### config.mk
export PLATFORM = sky130hd
export DESIGN_NAME = cmp_chunked
export DESIGN_NICKNAME = d
export VERILOG_FILES = /design/src/rtl/cmp_pkg.sv /design/src/rtl/cmp_slice.sv /design/src/rtl/cmp_chunked.sv
export SDC_FILE = /design/constraint.sdc
export NUM_CORES = 1
export LEC_CHECK = 0
export BUFFER_PORTS_ARGS = -buffer_cell sky130_fd_sc_hd__buf_2
export CAP_MARGIN = 20
export CORE_MARGIN = 1.5
export CORE_UTILIZATION = 35
export DETAILED_ROUTE_END_ITERATION = 8
export GPL_TIMING_DRIVEN = 0
export PLACE_DENSITY_LB_ADDON = 0.05
export SYNTH_ARGS = -nofsm -noshare
export SYNTH_HDL_FRONTEND = slang
export SYNTH_SLANG_ARGS = --single-unit
export TNS_END_PERCENT = 30
### constraint.sdc
create_clock -name clk -period 3.6 [get_ports clk]
set_clock_uncertainty 0.2 [all_clocks]
set_input_delay 0.18 -clock clk [delete_from_list [all_inputs] [get_ports clk]]
set_output_delay 0.18 -clock clk [all_outputs]
set_load 0.1 [all_outputs]
### src/rtl/cmp_pkg.sv
// -----------------------------------------------------------------------------
// cmp_pkg
// Shared definitions for the chunked magnitude comparator:
//   - state_t     : controller states (IDLE, RUN, DONE)
//   - result_t    : one-hot result vector ordered {great, equal, less}
//   - clog2_min1  : ceil(log2(n)) clamped to at least 1, used for index widths
// -----------------------------------------------------------------------------
package cmp_pkg;

  typedef enum logic [1:0] {
    ST_IDLE = 2'd0,
    ST_RUN  = 2'd1,
    ST_DONE = 2'd2
  } state_t;

  // Result vector bit order matches the {great, equal, less} output ports.
  typedef logic [2:0] result_t;

  localparam result_t RES_NONE  = 3'b000;
  localparam result_t RES_GREAT = 3'b100;
  localparam result_t RES_EQUAL = 3'b010;
  localparam result_t RES_LESS  = 3'b001;

  // A single-slice comparator still needs a 1-bit index port.
  function automatic int clog2_min1(input int n);
    return (n <= 1) ? 1 : $clog2(n);
  endfunction

endpackage

### src/rtl/cmp_slice.sv
// -----------------------------------------------------------------------------
// cmp_slice
// Purely combinational unsigned comparator for one CHUNK-bit slice.
// Ports:
//   i_a, i_b : slice operands
//   o_g      : i_a >  i_b
//   o_e      : i_a == i_b
//   o_l      : i_a <  i_b
// Exactly one of o_g/o_e/o_l is high for any input pair.
// -----------------------------------------------------------------------------
module cmp_slice
  import cmp_pkg::*;
#(
  parameter int CHUNK = 4
) (
  input  logic [CHUNK-1:0] i_a,
  input  logic [CHUNK-1:0] i_b,
  output logic             o_g,
  output logic             o_e,
  output logic             o_l
);

  assign o_g = (i_a >  i_b);
  assign o_e = (i_a == i_b);
  assign o_l = (i_a <  i_b);

endmodule

### src/rtl/cmp_chunked.sv
// -----------------------------------------------------------------------------
// cmp_chunked
// Multi-cycle magnitude comparator for WIDTH-bit operands. After a pair is
// accepted, one CHUNK-bit slice is compared per cycle, most significant slice
// first, stopping at the first slice that differs. The one-hot result is held
// until the consumer takes it.
// Ports:
//   clk, rst     : clock, synchronous active-high reset
//   in_valid     : operand pair offered        in_ready  : high only in IDLE
//   A, B         : operands                    signed_mode : 1 = two's complement
//   out_valid    : result held (DONE only)     out_ready : consumer takes result
//   great/equal/less : one-hot result, all 0 outside DONE
//   diff_idx     : first differing slice (NCHUNK-1 = MS slice), 0 when equal
//   busy         : controller is not IDLE
// WIDTH must be a multiple of CHUNK.
// -----------------------------------------------------------------------------
module cmp_chunked
  import cmp_pkg::*;
#(
  parameter  int WIDTH  = 32,
  parameter  int CHUNK  = 4,
  localparam int NCHUNK = WIDTH / CHUNK,
  localparam int IW     = clog2_min1(NCHUNK)
) (
  input  logic             clk,
  input  logic             rst,
  input  logic             in_valid,
  output logic             in_ready,
  input  logic [WIDTH-1:0] A,
  input  logic [WIDTH-1:0] B,
  input  logic             signed_mode,
  output logic             out_valid,
  input  logic             out_ready,
  output logic             great,
  output logic             equal,
  output logic             less,
  output logic [IW-1:0]    diff_idx,
  output logic             busy
);

  localparam logic [IW-1:0]    IDX_TOP  = IW'(NCHUNK - 1);
  localparam logic [WIDTH-1:0] SIGN_BIT = WIDTH'(1) << (WIDTH - 1);

  state_t           r_state,    w_state_nxt;
  logic [WIDTH-1:0] r_a,        w_a_nxt;
  logic [WIDTH-1:0] r_b,        w_b_nxt;
  logic [IW-1:0]    r_idx,      w_idx_nxt;
  logic [IW-1:0]    r_diff_idx, w_diff_idx_nxt;
  result_t          r_res,      w_res_nxt;

  logic [CHUNK-1:0] w_a_slice;
  logic [CHUNK-1:0] w_b_slice;
  logic             w_g;
  logic             w_e;
  logic             w_l;

  // Slice mux: bring slice r_idx down to bit 0 and keep the low CHUNK bits.
  assign w_a_slice = CHUNK'(r_a >> (r_idx * CHUNK));
  assign w_b_slice = CHUNK'(r_b >> (r_idx * CHUNK));

  cmp_slice #(.CHUNK(CHUNK)) u_slice (
    .i_a (w_a_slice),
    .i_b (w_b_slice),
    .o_g (w_g),
    .o_e (w_e),
    .o_l (w_l)
  );

  always_comb begin
    // NOTE: every next-state value is given its hold value first, so no branch
    // leaves one unassigned and no latch is inferred.
    w_state_nxt    = r_state;
    w_a_nxt        = r_a;
    w_b_nxt        = r_b;
    w_idx_nxt      = r_idx;
    w_res_nxt      = r_res;
    w_diff_idx_nxt = r_diff_idx;

    unique case (r_state)
      ST_IDLE: begin
        if (in_valid) begin
          // Flipping the sign bit of both operands (offset binary) lets the
          // unsigned slice compare produce the two's-complement ordering.
          w_a_nxt     = A ^ (signed_mode ? SIGN_BIT : '0);
          w_b_nxt     = B ^ (signed_mode ? SIGN_BIT : '0);
          w_idx_nxt   = IDX_TOP;
          w_state_nxt = ST_RUN;
        end
      end
      ST_RUN: begin
        // A differing slice decides the result; an equal slice at index 0
        // means the operands are equal. Either way the slice comparator's
        // one-hot {g, e, l} is the final result and r_idx is the index.
        if (!w_e || (r_idx == '0)) begin
          w_res_nxt      = {w_g, w_e, w_l};
          w_diff_idx_nxt = r_idx;
          w_state_nxt    = ST_DONE;
        end else begin
          w_idx_nxt = r_idx - 1'b1;
        end
      end
      ST_DONE: begin
        if (out_ready) begin
          w_res_nxt      = RES_NONE;
          w_diff_idx_nxt = '0;
          w_state_nxt    = ST_IDLE;
        end
      end
      default: w_state_nxt = ST_IDLE;
    endcase
  end

  // NOTE: sequential state uses non-blocking assignments so every register
  // samples the pre-edge values regardless of statement order.
  always_ff @(posedge clk) begin
    if (rst) begin
      r_state    <= ST_IDLE;
      r_idx      <= IDX_TOP;
      r_res      <= RES_NONE;
      r_diff_idx <= '0;
    end else begin
      r_state    <= w_state_nxt;
      r_idx      <= w_idx_nxt;
      r_res      <= w_res_nxt;
      r_diff_idx <= w_diff_idx_nxt;
    end
  end

  // NOTE: the operand registers are deliberately left without reset; they are
  // always loaded at acceptance before any slice of them is examined.
  always_ff @(posedge clk) begin
    r_a <= w_a_nxt;
    r_b <= w_b_nxt;
  end

  assign in_ready  = (r_state == ST_IDLE);
  assign out_valid = (r_state == ST_DONE);
  assign busy      = (r_state != ST_IDLE);
  assign great     = r_res[2];
  assign equal     = r_res[1];
  assign less      = r_res[0];
  assign diff_idx  = r_diff_idx;

endmodule

==> impl_metrics.toml <==
[grt]
gr-total-overflow = 0
grt_pass1_wl_mm = 9.94
grt_max_degree = 67
antenna_found_initial = 0
grt_pass1_vias = 2116
grtUsageTotal = 0.137

[synthesis]
synth_seq_cells = 75
synth-edff-count = 64
synth-compound-area-share = 0.0435
netlist_area_mm2 = 0.00308
avgSynthCellArea_um2 = 18.2
async_flop_share = 0
synth-adder-area-share = 0.0244
synthSimpleGateAreaFrac = 0.0606
synth_flop_cell = "edfxtp_1"
synth.area.top_cells = "edfxtp_1 (62%), dfxtp_1 (7.2%), mux4_1 (6.8%), mux4_2 (5.9%), ha_1 (2.4%)"
synth_top_family_by_area = "multiplexers"
ys.warnings.count = 0
synth_xor_area_frac = 0.00569
syn-num-nets = 244
synth.area.mux_share = 0.146
synth_cell_types = 34
yosysTopAreaCell = "edfxtp_1"
ys_seq_area_frac = 0.696
synth_top_cell_area_share = 0.625
syn-instance-count = 169

[floorplanning]
num_rows = 34
fp.dieH_um = 96.8
dieArea_mm2 = 0.00936
fp.coreArea_mm2 = 0.00864
start_util = 0.356
dieWidth_um = 96.8
pin_count = 78

[route]
routedWlPerCell_um = 14.0
postRouteAntennaNets = 0
first_pass_iters = 4
post_drt_via_cell_ratio = 4.54
drtIter0Drc = 42
drc = 0
routed_wl_mm = 6.14
vias = 1987

[critical_path]
worstSetupPathType = "register to register"
crit_required_ps = 3630
reg2reg_from = "r_idx[1]"
end_kind = "register"
cp_data_arrival_time_ps = 2800
worst_setup_path_start_kind = "register"
cp_max_fo = 10
timing.critical_path.from = "r_idx[1]"

[clock_network]
clock_latency_ps = 330
h-tree-depth = 3
post_cts_resized = 0
clockBufferDepth = 2
cts_tree = "done"
cts_buffers = 9
clk_pin_slew_ps = 80
cts_sinks = 75
cts-root-buf = "clkbuf_8"
post_cts_buffers = 0

[finish]
syn_to_final_growth_pct = 46.1
multi_input_area_um2 = 866
final_cells = 438
fillers = 730
regArea_mm2 = 0.00214
num_antenna_cells = 0
final_nets = 401
drive_gt1_frac = 0.333
utilization = 0.521

[timing]
clock.fmax_mhz = 361
worstMarginPinSlew_ps = 855
setup_viol = 0
period_share = 0.769
slew_violations = 0
hold_viol_final = 0
tns_ps = 0
rsz0062_at_grt = "no"
relSlewSlack = 0.430
finalCriticalPeriod_ps = 2770

[power_and_ir_drop]
p_leak_nw = 1.83
vdd_drop_max_mv = 0.205
powerDensity_mw_per_mm2 = 443
finalPower_w = 0.00199

[outcome]
status = "finished, final reports clean"

[placed_design]
gp_congestion = 0.722
portBuffers = 77
hpwlAfterDp_mm = 3.62
dp.cells = 354

[min_path]
min_from = "r_res[0]"
holdCritPathClass = "register to register"

[run]
cap_viol_max_count = 0
## cell type report
class / count / area share
flip-flops and latches: 75 / 0.476
clock buffers: 9 / 0.0276
clock inverters: 6 / 0.0181
plain buffers: 6 / 0.0106
well taps: 108 / 0.0301
repair buffers: 146 / 0.239
inverters: 5 / 0.00529
multi-input cells: 83 / 0.193
## worst max-delay path, stage by stage (launching register included)
cell	delay (ps)
dfxtp_1	310
buf_2	230
buf_2	320
mux4_2	350
mux2i_1	250
ha_1	190
nand4_1	170
a21oi_4	280
nor4b_1	90
a211oi_1	290
## power by group
part	switching, W	total, W	internal, W
logic	0.000150	0.000278	0.000128
registers	0.0000164	0.00103	0.00102
clock network	0.000298	0.000680	0.000382
## cell usage in the layout (no fill, tap or decap), types with 2 or more instances in the layout
master         instances
nor2_1                 4
ha_1                   6
nor3_1                 4
mux4_2                 8
a22o_1                 5
nand2b_1               3
buf_2                 79
nor2b_1                2
mux2i_1                6
xor2_1                 2
nand2_1               14
inv_1                  4
dlygate4sd3_1         69
mux4_1                 8
edfxtp_1              64
buf_6                  3
a21oi_1                6
bufinv_16              2
clkinv_2               2
clkbuf_8               9
dfxtp_1               11
## sequential cells by signal (all words and copies together) (netlist names)
name and cells:
r_a 32, r_b 32, diff_idx 3, r_idx 3
r_res 3, r_state 2
## cell families (layout without fill, tap and decap cells)
logic type	count (synthesis)	in the layout
xor gates and xnor gates	2	2
buffers and inverters	11	172
and+or+nand+nor	36	36
adders and majority gates	6	6
muxes	22	22
DFF	75	75
AOI/OAI and AO/OA	17	17
## metal layers
| layer | vias to the layer above | track usage | wire (um) |
|---|---|---|---|
| met5 | - | 0 | 0 |
| met2 | 51 | 0.222 | 3000 |
| met3 | 11 | 0.0390 | 249 |
| li1 | 989 | - | - |
| met1 | 936 | 0.177 | 2770 |
| met4 | 0 | 0.0502 | 117 |
## stage by stage
| stage | area (um2) | hold slack (ps) | setup WS (ps) |
|---|---|---|---|
| finish | 4500 | 267 | 830 |
| global route | 4500 | 299 | 598 |
| CTS | 4500 | 268 | 768 |
| detailed placement | 3600 | 158 | 775 |
| global placement | 3600 | 156 | 775 |
| floorplan | 3080 | 78.9 | 240 |
## cells in the mapped netlist (all sizes together) (2+ instances only)
| cell type | instances |
|---|---|
| nor3 | 5 |
| a21oi | 7 |
| mux2i | 6 |
| nor2b | 3 |
| xor2 | 2 |
| a22o | 5 |
| nor2 | 4 |
| edfxtp | 64 |
| dfxtp | 11 |
| inv | 5 |
| nand2b | 3 |
| mux4 | 16 |
| ha | 6 |
| buf | 5 |
| nand2 | 14 |
## what timing repair did
item / 4_1_cts / 5_1_grt
endpoints found under the setup margin: 0 / 0
hold buffers: 69 / 0
hold endpoints to repair: 67 / 0
## path summary, 6_finish.rpt
path / endpoint / slack [ps] / cells after the start
min: r_res[0] / 270 / 1
max: r_idx[0] / 830 / 9
min reg2reg: r_res[0] / 270 / 1
max reg2reg: r_idx[0] / 830 / 9
Note: power is estimated with default switching activity, not from simulation.
